===== config.mk =====
export PLATFORM = sky130hd
export DESIGN_NAME = i2c_target_adc
export DESIGN_NICKNAME = d
export VERILOG_FILES = /design/src/rtl/i2c_target_adc.sv
export SDC_FILE = /design/constraint.sdc
export NUM_CORES = 1
export LEC_CHECK = 0
export BUFFER_PORTS_ARGS = -buffer_cell sky130_fd_sc_hd__clkbuf_2
export CAP_MARGIN = 10
export CELL_PAD_IN_SITES_DETAIL_PLACEMENT = 1
export CELL_PAD_IN_SITES_GLOBAL_PLACEMENT = 2
export CORE_MARGIN = 2
export CORE_UTILIZATION = 35
export CTS_BUF_LIST = sky130_fd_sc_hd__clkbuf_16
export CTS_CLUSTER_SIZE = 28
export DETAILED_ROUTE_END_ITERATION = 10
export PLACE_DENSITY = 0.87
export SLEW_MARGIN = 10
export SYNTH_ARGS = -nofsm -noshare
export SYNTH_HDL_FRONTEND = slang
export SYNTH_SLANG_ARGS = --single-unit

===== constraint.sdc =====
create_clock -name clk -period 1.9 [get_ports clk]
set_clock_uncertainty 0.05 [all_clocks]
set_input_delay 0.38 -clock clk [delete_from_list [all_inputs] [get_ports clk]]
set_output_delay 0.38 -clock clk [all_outputs]
set_load 0.1 [all_outputs]

===== src/rtl/i2c_target_adc.sv =====
// i2c_target_adc: I2C target returning a snapshotted 16-bit sample on read and capturing written bytes.
// Define I2C_TGT_GLITCH_FILTER_EN to add a 3-sample majority filter on SCL and SDA.
module i2c_target_adc #(
    parameter logic [6:0] ADDR = 7'h48,
    parameter logic [7:0] FILL = 8'hFF
) (
    input  logic        clk,
    input  logic        rst,
    input  logic        scl_i,
    input  logic        sda_i,
    output logic        sda_oe,
    input  logic [15:0] sample,
    output logic [7:0]  wr_data,
    output logic        wr_valid,
    output logic        rd_done,
    output logic        busy
);
    typedef enum logic [2:0] {
        ST_IDLE, ST_ADDR, ST_ADDR_ACK, ST_RD_BYTE, ST_RD_ACK, ST_WR_BYTE, ST_WR_ACK
    } state_t;

    state_t      state;
    logic [1:0]  scl_sync, sda_sync;
    logic        scl, sda, scl_q, sda_q;
    logic        scl_rise, scl_fall, start, stop;
    logic [3:0]  cnt;
    logic [7:0]  shift, tx, nxt;
    logic [1:0]  idx;
    logic        rw;
    logic [15:0] shadow;

    always_ff @(posedge clk or negedge rst) begin
        if (!rst) begin
            scl_sync <= 2'b11;
            sda_sync <= 2'b11;
        end else begin
            scl_sync <= {scl_sync[0], scl_i};
            sda_sync <= {sda_sync[0], sda_i};
        end
    end

`ifdef I2C_TGT_GLITCH_FILTER_EN
    logic [2:0] scl_hist, sda_hist;
    always_ff @(posedge clk or negedge rst) begin
        if (!rst) begin
            scl_hist <= 3'b111;
            sda_hist <= 3'b111;
        end else begin
            scl_hist <= {scl_hist[1:0], scl_sync[1]};
            sda_hist <= {sda_hist[1:0], sda_sync[1]};
        end
    end
    assign scl = (scl_hist[0] & scl_hist[1]) | (scl_hist[0] & scl_hist[2]) | (scl_hist[1] & scl_hist[2]);
    assign sda = (sda_hist[0] & sda_hist[1]) | (sda_hist[0] & sda_hist[2]) | (sda_hist[1] & sda_hist[2]);
`else
    assign scl = scl_sync[1];
    assign sda = sda_sync[1];
`endif

    always_ff @(posedge clk or negedge rst) begin
        if (!rst) begin
            scl_q <= 1'b1;
            sda_q <= 1'b1;
        end else begin
            scl_q <= scl;
            sda_q <= sda;
        end
    end

    assign scl_rise = scl & ~scl_q;
    assign scl_fall = ~scl & scl_q;
    assign start    = scl & scl_q & sda_q & ~sda;
    assign stop     = scl & scl_q & ~sda_q & sda;
    assign nxt      = (idx == 2'd0) ? shadow[15:8] : (idx == 2'd1) ? shadow[7:0] : FILL;

    always_ff @(posedge clk or negedge rst) begin
        if (!rst) begin
            state    <= ST_IDLE;
            cnt      <= '0;
            shift    <= '0;
            tx       <= '0;
            idx      <= '0;
            rw       <= 1'b0;
            shadow   <= '0;
            sda_oe   <= 1'b0;
            wr_data  <= '0;
            wr_valid <= 1'b0;
            rd_done  <= 1'b0;
            busy     <= 1'b0;
        end else begin
            wr_valid <= 1'b0;
            rd_done  <= 1'b0;
            if (start) begin
                state  <= ST_ADDR;
                cnt    <= '0;
                idx    <= '0;
                sda_oe <= 1'b0;
                busy   <= 1'b0;
            end else if (stop) begin
                state  <= ST_IDLE;
                sda_oe <= 1'b0;
                busy   <= 1'b0;
            end else begin
                case (state)
                    ST_ADDR: if (scl_rise) begin
                        shift <= {shift[6:0], sda};
                        cnt   <= cnt + 4'd1;
                        if (cnt == 4'd7) begin
                            rw    <= sda;
                            cnt   <= '0;
                            busy  <= (shift[6:0] == ADDR);
                            state <= (shift[6:0] == ADDR) ? ST_ADDR_ACK : ST_IDLE;
                        end
                    end
                    // cnt==0: ACK not yet driven; otherwise the ACK low phase is ending
                    ST_ADDR_ACK: if (scl_fall) begin
                        if (cnt == 4'd0) begin
                            sda_oe <= 1'b1;
                            cnt    <= 4'd1;
                            if (rw) shadow <= sample;
                        end else if (rw) begin
                            sda_oe <= ~nxt[7];
                            tx     <= {nxt[6:0], 1'b0};
                            idx    <= (idx == 2'd2) ? idx : idx + 2'd1;
                            state  <= ST_RD_BYTE;
                        end else begin
                            sda_oe <= 1'b0;
                            cnt    <= '0;
                            state  <= ST_WR_BYTE;
                        end
                    end
                    ST_RD_BYTE: if (scl_fall) begin
                        if (cnt == 4'd8) begin
                            sda_oe <= 1'b0;
                            cnt    <= '0;
                            state  <= ST_RD_ACK;
                        end else begin
                            sda_oe <= ~tx[7];
                            tx     <= {tx[6:0], 1'b0};
                            cnt    <= cnt + 4'd1;
                        end
                    end
                    ST_RD_ACK: begin
                        if (scl_rise && sda) begin
                            rd_done <= 1'b1;
                            state   <= ST_IDLE;
                        end else if (scl_rise) begin
                            cnt <= 4'd1;
                        end else if (scl_fall && cnt == 4'd1) begin
                            sda_oe <= ~nxt[7];
                            tx     <= {nxt[6:0], 1'b0};
                            idx    <= (idx == 2'd2) ? idx : idx + 2'd1;
                            state  <= ST_RD_BYTE;
                        end
                    end
                    ST_WR_BYTE: if (scl_rise) begin
                        shift <= {shift[6:0], sda};
                        cnt   <= (cnt == 4'd7) ? 4'd0 : cnt + 4'd1;
                        if (cnt == 4'd7) state <= ST_WR_ACK;
                    end
                    ST_WR_ACK: if (scl_fall) begin
                        if (cnt == 4'd0) begin
                            sda_oe   <= 1'b1;
                            wr_data  <= shift;
                            wr_valid <= 1'b1;
                            cnt      <= 4'd1;
                        end else begin
                            sda_oe <= 1'b0;
                            cnt    <= '0;
                            state  <= ST_WR_BYTE;
                        end
                    end
                    default: ;
                endcase
            end
        end
    end
endmodule


# After elaboration in Yosys (flattened, before gate mapping)
# Index checks and enable logic that the tools add are counted.
totals:
  reg_bits: 60
  input_bits: 20
  output_inout_bits: 12
  elab_cells: 182
op_classes:
  addsub: 2
  n_eq_ne: 47
  muxes: 79
  bitwise_logic: 15
  reduce_logical: 23
ops:
  columns: ["op", "n"]
  rows:
  - ["$mux 8", 10]
  - ["$ne 4x4->1 const B", 14]
  - ["$mux 3", 16]
  - ["$mux 4", 12]
  - ["$ne 3x3->1 const B", 9]
  - ["$mux 1", 26]
  - ["$pmux 8 s3", 1]
  - ["$mux 2", 10]
  - ["$pmux 4 s5", 1]
  - ["$ne 2x2->1 const B", 9]
  - ["$pmux 3 s6", 1]
  - ["$reduce_bool 3->1", 5]
  - ["$reduce_and 13->1", 1]
  - ["$reduce_bool 6->1", 2]
  - ["$reduce_and 11->1", 1]
  - ["$ne 5x5->1 const B", 2]
  - ["$reduce_and 5->1", 2]
  - ["$eq 3x3->1 const B", 3]
  - ["$reduce_and 9->1", 1]
  - ["$not 1->1", 8]
  - ["$reduce_and 8->1", 1]
  - ["$reduce_bool 8->1", 1]
  - ["$and 1x1->1", 7]
  - ["$eq 7x7->1 const B", 1]
  - ["20 further kinds", 22]

# Logic depth before layout (Yosys ltp)
# Gate-level depths: netlist (run 1).
depth:
  ltp_word: 10
  depth_mapped: 7
  depth_no_buf: 7

# Worst setup path after synthesis (run 1)
# OpenSTA, ideal clock, no wires.
synth_timing:
  kind: "reg-to-reg"
  startpoint: "reg scl_sync[1]"
  endpoint: "reg state[2]"
  setup_ns: 0.077
  arrival_ns: 1.954
  required_ns: 1.773
  path_slack_ns: -0.181
  stages_incl_launch_ff: 7
  path_buffers: 1
  synth_period_minus_slack_ns: 2.081
  path_cell_list: "dfstp_2 > buf_2 > and4bb_2 > a2111oi_0 > a311o_1 > or4_1 > a21oi_1"
synth_between:
  elab_chain_cells: 6
  word_cells_on_any_way: 28
  classes_between: "eq/ne: 12; mux: 4; bitwise: 8; reduce/logical: 4"
synth_lines:
  columns: ["element", "line_no", "text"]
  rows:
  - ["from (decl)", "23", "logic [1:0] scl_sync, sda_sync;"]
  - ["from (signal assigned)", "37", "scl_sync <= {scl_sync[0], scl_i};"]
  - ["branches (longest 6 deep; another with $reduce_and 13->1)", null, null]
  - ["to (signal assigned)", "112", "state <= (shift[6:0] == ADDR) ? ST_ADDR_ACK : ST_IDLE;"]
  - ["to (decl)", "22", "state_t state;"]
# Parallel ways; which one is timed is not known.
# A chain may end at the register's enable or synchronous reset.

# Final worst setup path (run 1)
layout_timing:
  startpoint: "reg scl_q"
  endpoint: "reg tx[3]"
layout_between:
  elab_chain_cells: 5
  word_cells_on_any_way: 18
  classes_between: "eq/ne: 5; bitwise: 10; reduce/logical: 3"
layout_lines:
  columns: ["element", "line_no", "text"]
  rows:
  - ["from (decl)", "24", "logic scl, sda, scl_q, sda_q;"]
  - ["from (signal assigned)", "65", "scl_q <= scl;"]
  - ["$not 1->1 or $and 1x1->1 (tied branches)", "70, 72, 73", null]
  - ["$and 1x1->1, on equally long branches", "70, 72, 73", null]
  - ["$logic_and 1x1->1 (tied with other cells)", "144", "if (scl_rise && sda) begin"]
  - ["$ne 2x2->1 (no source line) or $not 1->1 (tied branches)", null, null]
  - ["$reduce_and 11->1 (no source line) *", null, null]
  - ["to (signal assigned)", "123", "tx <= {nxt[6:0], 1'b0};"]
  - ["to (signal assigned)", "139", "tx <= {tx[6:0], 1'b0};"]
  - ["to (signal assigned)", "151", "tx <= {nxt[6:0], 1'b0};"]
  - ["to (decl)", "27", "logic [7:0] shift, tx, nxt;"]
# Every way passes the cells marked *; elsewhere a longest branch is shown, timed or not.

==> impl_metrics.py, run 1 <==
metrics = {
    "drt": {
        "dr.pass1.iters": 4,
        "dr.first_iter.drc_count": 95,
        "antenna_left": 0,
        "wl_per_cell_um": 19.2,
        "vias_per_cell": 5.35,
        "drc_errors": 0,
        "drt_wl_total_um": 9310,
        "num_vias": 2593,
    },
    "timing": {
        "max_slew_margin": 0.631,
        "max_freq_mhz": 503,
        "post-route-min-period_ns": 1.99,
        "hold_viol": 0,
        "rsz0062_at_grt": "true",
        "setup_violations": 15,
        "drv_slew": 0,
        "tightestPinTransition_ns": 0.555,
        "final.period_utilization": 1.05,
        "layout_setup_ws_ns": -0.0882,
    },
    "place": {
        "place.gp.congestion": 0.879,
        "dp_slack_ns": -0.190,
        "dp_cells": 456,
        "dp_hpwl_um": 5810,
        "numPortBuffers": 31,
    },
    "pwr": {
        "vdd_drop_max_mv": 0.665,
        "powerDensity_mw_per_mm2": 1230,
        "p_leak_uw": 0.00204,
    },
    "global_routing": {
        "grtUsageTotal": 0.197,
        "antenna_found_initial": 0,
        "gr-total-overflow": 0,
        "grt_pass1_wl_um": 14700,
        "grt_pass1_vias": 2865,
        "grt_max_degree": 60,
    },
    "cells_and_area": {
        "fin_nets": 402,
        "final_common_cell": "buf_4",
        "fin_cells": 485,
        "antenna_cells": 0,
        "areaGrowthSynthToFinish_pct": 43.4,
        "mostFrequentLayoutCells": "buf_4, dfrtp_1, mux2_2, clkbuf_2, nand2_1",
        "drive_gt1_frac": 0.526,
        "fillers": 884,
    },
    "yosys": {
        "syn_area_mm2": 0.00303,
        "synth_top_family_by_area": "multiplexers",
        "synth_edf_count": 0,
        "ys_seq_area_frac": 0.490,
        "synth.distinct_cells": 55,
        "ys_seq_elements": 59,
        "async_flop_share": 1.00,
        "synth_compound_area_frac": 0.121,
        "synth-xor-area-share": 0.00289,
        "synth.area.top_cells": "dfrtp_1, mux2_2, dfstp_2, a21oi_1, ha_1",
        "yosys_warnings": 0,
        "synth_fa_ha_area_frac": 0.0248,
        "synthMuxAreaShare": 0.169,
        "synth_top_area_frac": 0.438,
        "yosysTopAreaCell": "dfrtp_1",
        "syn_area_per_cell_um2": 11.0,
        "synth_top_flop_cell": "dfrtp_1",
        "yosys.area_share.simple": 0.156,
        "syn_inst": 276,
        "synth_fp_nets": 302,
    },
    "setup_path": {
        "critPathMaxFanout": 7,
        "reg2reg_to": "tx[3]$_DFFE_PN0P_",
        "worst-setup-path-type": "register to register",
        "startpoint_type": "register",
        "crit_chain": "nor2b_4 -> and3_4 -> nand2_4 -> a221oi_4 -> buf_6 -> mux2_4",
        "critPathMaxStageDelay_ns": 0.54,
        "worstSetupEndpointType": "register",
        "crit_arrival_ns": 2.15,
        "r2r-start": "scl_q$_DFF_PN1_",
        "crit_required_ns": 2.06,
        "crit_start": "scl_q$_DFF_PN1_",
        "worst_r2r_path_depth": 6,
        "cp_slowest_cell": "dfstp_2",
        "rrSetupSlack_ns": -0.09,
    },
    "die": {
        "io_pins": 32,
        "start_util": 0.365,
        "coreArea_mm2": 0.00830,
        "die_h_um": 97.0,
        "die_w_um": 97.0,
        "die-area_mm2": 0.00941,
        "num_rows": 33,
    },
    "clock_network": {
        "cts.sinks": 59,
        "cts_tree": "yes",
        "numCtsBuffers": 9,
        "cts_hold_buf": 0,
        "htree_levels": 3,
        "clkLatencyLatePin_ns": 0.33,
        "path_clk_slew_ns": 0.05,
        "cts-root-buf": "clkbuf_16",
        "clockBufferDepth": 2,
    },
    "run_status": {
        "status": "complete, but fails checks",
        "violations": "setup timing",
    },
    "job": {
        "maxCapViolCount": 0,
    },
    "min_path": {
        "hp-class": "input pin to asynchronous set/reset pin",
    },
}
==> layout make-up <==
cell class / count / area (um^2) / share of cell area
Sequential cell: 59 / 1490 / 0.342
Clock inverter: 6 / 57.6 / 0.0133
Inverter: 13 / 48.8 / 0.0112
Clock buffer: 9 / 225 / 0.0519
Timing Repair Buffer: 102 / 751 / 0.173
Multi-Input combinational cell: 191 / 1640 / 0.378
Tap cell: 105 / 131 / 0.0303
==> where the power goes <==
part / internal, uW / leakage (uW) / switching [uW]
clock: 994 / 0.000132 / 578
sequential: 1470 / 0.000742 / 191
combinational: 1050 / 0.00117 / 1050
==> synth_stat cells, types with 6 or more instances <==
cell,count
dfrtp_1,53
mux2_2,38
nand2_1,19
a21oi_1,16
nor2_1,15
o21ai_0,13
inv_1,12
nor2b_1,7
clkbuf_1,6
dfstp_2,6
ha_1,6
nand3_1,6
nor3_1,6
==> per-stage QoR <==
stage / total power (uW) / area (um^2) / setup TNS [ns] / hold WS, ns / utilization
after detailed placement: 3330 / 3700 / -2.05 / 0.298 / 0.445
final: 5330 / 4340 / -0.766 / 0.00197 / 0.523
after CTS: 5190 / 4170 / -0.543 / 0.0249 / 0.503
after global routing: 5630 / 4340 / -2.73 / 0.0276 / 0.523
after global placement: 3250 / 3700 / -1.11 / 0.298 / 0.445
after floorplan: 2610 / 3030 / -1.25 / 0.0344 / -
==> logic make-up (layout without fill, tap and decap cells) <==
family	after synthesis	count (layout)
xor gates and xnor gates	1	1
muxes	46	46
AOI/OAI and AO/OA	55	55
adders and majority gates	6	6
buffers and inverters	26	130
and+or+nand+nor	83	83
DFF	59	59
==> worst max-delay path by stage <==
stage | endpoint | depth (start not counted) | slack (ns)
2_1_floorplan | tx[2]$_DFFE_PN0P_ | 6 | -0.16
3_3_place_gp | tx[5]$_DFFE_PN0P_ | 7 | -0.12
3_5_place_dp | tx[3]$_DFFE_PN0P_ | 7 | -0.19
4_1_cts | state[0]$_DFFE_PN0P_ | 7 | -0.06
5_1_grt | cnt[0]$_DFFE_PN0P_ | 6 | -0.13
6_report | tx[3]$_DFFE_PN0P_ | 6 | -0.09
==> flip-flops by register name, indices dropped and copies added, names as in the netlist <==
register	cells
scl_q	1
sda_oe	1
wr_valid	1
idx	2
busy	1
sda_q	1
tx	7
shadow	16
wr_data	8
shift	8
rd_done	1
rw	1
scl_sync	2
state	3
cnt	4
sda_sync	2
==> critical path, delay by kind of cell (launching register included) <==
kind | cells | cell delay (ns)
AOI/OAI and AO/OA | 1 | 0.28
and+or+nand+nor | 3 | 0.50
muxes | 1 | 0.31
buffers and inverters | 1 | 0.19
DFF | 1 | 0.54
==> layer usage <==
layer / track usage / part of all wire
met4: 0.0813 / 0.021
met2: 0.346 / 0.54
met5: 0 / 0
met1: 0.239 / 0.41
met3: 0.0354 / 0.028
==> repair_timing <==
item | in CTS | in global routing
cloned | 0 | 0
gates resized for setup | 35 | 26
pin swaps | 17 | 12
setup endpoints to repair | 17 | 41
buffers inserted | 8 | 7
No activity file was read; power rests on OpenSTA's default activity.
==> run 2: changes to the inputs <==
--- a/config.mk
+++ b/config.mk
@@ -5,6 +5,7 @@
 export SDC_FILE = /design/constraint.sdc
 export NUM_CORES = 1
 export LEC_CHECK = 0
+export ABC_CLOCK_PERIOD_IN_PS = 1900
 export BUFFER_PORTS_ARGS = -buffer_cell sky130_fd_sc_hd__clkbuf_2
 export CAP_MARGIN = 10
 export CELL_PAD_IN_SITES_DETAIL_PLACEMENT = 1
@@ -15,6 +16,7 @@
 export CTS_CLUSTER_SIZE = 28
 export DETAILED_ROUTE_END_ITERATION = 10
 export PLACE_DENSITY = 0.87
+export SETUP_SLACK_MARGIN = 0.3
 export SLEW_MARGIN = 10
 export SYNTH_ARGS = -nofsm -noshare
 export SYNTH_HDL_FRONTEND = slang
==> run 2 against run 1 <==
The run ends with hold timing, setup timing left. Sequential share of layout area shrank 0.94 points. First-iteration DRC count grew 83%. Clock-buffer cell count is the same. Design area grew 2.9%. Worst hold slack lost 0.019 ns. Global-route usage grew 2.8 points. Clock power grew 15%. Core utilization grew 1.5 points. Register-to-register slack lost 0.08 ns. Die area is the same. Sequential cell count is the same. Critical path depth is the same.
==> impl_metrics.py, run 2 (synthesis results as in run 1) <==
metrics = {
    "run_status": {
        "status": "complete, but fails checks",
        "violations": "hold timing, setup timing",
    },
    "clock_network": {
        "cts.sinks": 59,
        "clkLatencyLatePin_ns": 0.33,
        "cts_tree": "yes",
        "cts-root-buf": "clkbuf_16",
        "htree_levels": 3,
        "path_clk_slew_ns": 0.06,
        "numCtsBuffers": 9,
        "clockBufferDepth": 2,
    },
    "cells_and_area": {
        "largestRegisters": "shadow x16, shift x8, wr_data x8",
        "largest_reg_flops": 16,
        "antenna_cells": 0,
        "largest-register": "shadow",
        "fillers": 873,
        "seq_area_mm2": 0.00149,
        "fin_nets": 404,
        "final_common_cell": "buf_4",
        "mostFrequentLayoutCells": "buf_4, dfrtp_1, mux2_2, clkbuf_2, nand2_1",
        "drive_gt1_frac": 0.551,
        "postLayoutCellArea_mm2": 0.00447,
        "areaGrowthSynthToFinish_pct": 47.6,
        "multi_input_area_mm2": 0.00171,
    },
    "drt": {
        "dr.pass1.iters": 4,
        "antenna_left": 0,
        "dr.first_iter.drc_count": 174,
        "num_vias": 2634,
        "drt_wl_total_um": 10300,
        "vias_per_cell": 5.40,
        "drc_errors": 0,
        "wl_per_cell_um": 21.2,
    },
    "pwr": {
        "p_clk_frac": 0.315,
        "powerDensity_mw_per_mm2": 1280,
        "p_int_uw": 3720,
        "p_leak_uw": 0.00212,
        "swShare": 0.351,
        "seq_power_share": 0.291,
        "pwr-share-comb": 0.394,
        "vdd_drop_max_mv": 0.800,
        "switchingPower_uw": 2010,
    },
    "global_routing": {
        "grtUsageMet3": 0.0412,
        "grt_pass1_vias": 3033,
        "gr-total-overflow": 0,
        "use_met1": 0.269,
        "grt_pass1_wl_um": 16300,
        "antenna_found_initial": 0,
        "grt_max_degree": 60,
        "use_met2": 0.396,
        "grt_busiest_layer": "met2",
        "grtUsageTotal": 0.226,
    },
    "timing": {
        "max_slew_margin": 0.643,
        "setup_violations": 14,
        "hold_viol": 5,
        "setup_tns_ns": -1.32,
        "drv_slew": 0,
        "tightestPinTransition_ns": 0.538,
        "post-route-min-period_ns": 2.07,
        "fin_hold_ws_ns": -0.0171,
        "max_freq_mhz": 483,
        "layout_setup_ws_ns": -0.171,
        "final.period_utilization": 1.09,
        "rsz0062_at_grt": "true",
    },
    "setup_path": {
        "rrSetupSlack_ns": -0.17,
        "worst_r2r_path_depth": 6,
        "crit_chain": "buf_4 -> nor3b_2 -> o22ai_1 -> a311o_1 -> or4_4 -> a21oi_2",
        "critPathMaxFanout": 8,
        "r2r-start": "state[2]$_DFFE_PN0P_",
        "endpoint": "state[2]$_DFFE_PN0P_",
        "worstSetupEndpointType": "register",
        "crit_start": "state[2]$_DFFE_PN0P_",
        "crit_required_ns": 2.12,
        "cp_slowest_cell": "dfrtp_1",
        "startpoint_type": "register",
        "reg2reg_to": "state[2]$_DFFE_PN0P_",
        "crit_arrival_ns": 2.29,
        "critPathMaxStageDelay_ns": 0.44,
        "worst-setup-path-type": "register to register",
    },
    "job": {
        "maxCapViolCount": 0,
    },
    "die": {
        "die_w_um": 97.0,
        "die_h_um": 97.0,
        "die-area_mm2": 0.00941,
        "start_util": 0.365,
        "coreArea_mm2": 0.00830,
        "num_rows": 33,
        "io_pins": 32,
    },
    "place": {
        "numPortBuffers": 31,
        "dp_hpwl_um": 5710,
        "place.gp.congestion": 0.857,
        "placed_area_mm2": 0.00371,
    },
    "min_path": {
        "hp-class": "input pin to asynchronous set/reset pin",
    },
}
-- run 2: layer usage --
layer	share of wire	wire length [um]
met5	0	0
met1	0.42	4320
met3	0.030	308
met2	0.52	5400
met4	0.031	319
-- run 2: what timing repair did --
action	in CTS	in global routing
pin swaps	15	8
hold buffers	0	0
buffers inserted	14	4
endpoints found under the hold margin	0	0
cloned	1	0
setup endpoints to repair	45	60
gates resized for setup	58	25
-- run 2: per-stage QoR --
| stage | util | worst slack [ns] | total power (uW) | std cells |
|---|---|---|---|---|
| 2_1_floorplan | - | -0.143 | 2640 | 276 |
| 3_3_place_gp | 0.447 | -0.131 | 3300 | 453 |
| 3_5_place_dp | 0.447 | -0.203 | 3390 | 453 |
| 4_1_cts | 0.526 | -0.113 | 5530 | 484 |
| 5_1_grt | 0.538 | -0.198 | 6000 | 488 |
| 6_report | 0.538 | -0.171 | 5730 | 488 |
-- run 2: area by class of cell --
type                       count  area share
clock buffer                   9      0.0504
inverter                      13      0.0115
sequential                    59       0.333
clock inverter                 7      0.0224
multi-input combinational    191       0.382
tap                          105      0.0294
timing repair buffer         104       0.172
-- run 2: worst min-delay path by stage --
stage                                from                    end  slack, ns
floorplan                             rst       busy$_DFFE_PN0P_       0.03
CTS                                   rst     cnt[3]$_DFFE_PN0P_       0.01
global route                          rst     cnt[3]$_DFFE_PN0P_       0.01
detailed placement  scl_sync[0]$_DFF_PN1_  scl_sync[1]$_DFF_PN1_       0.30
finish                                rst     cnt[3]$_DFFE_PN0P_      -0.02
global placement    scl_sync[0]$_DFF_PN1_  scl_sync[1]$_DFF_PN1_       0.30
-- run 2: worst max-delay path: cells and delay by family, from the launching register on --
family / cells / cell delay (ns)
simple gates: 2 / 0.69
compound gates: 3 / 0.62
flops: 1 / 0.44
buf+inv: 1 / 0.20
-- run 2: power by group through the flow --
stage	Combinational, uW	Clock, uW	Sequential (uW)
5_1_grt	2420	1890	1680
3_3_place_gp	1680	0	1620
2_1_floorplan	989	0	1650
4_1_cts	2070	1820	1650
6_report	2260	1800	1670
3_5_place_dp	1740	0	1640
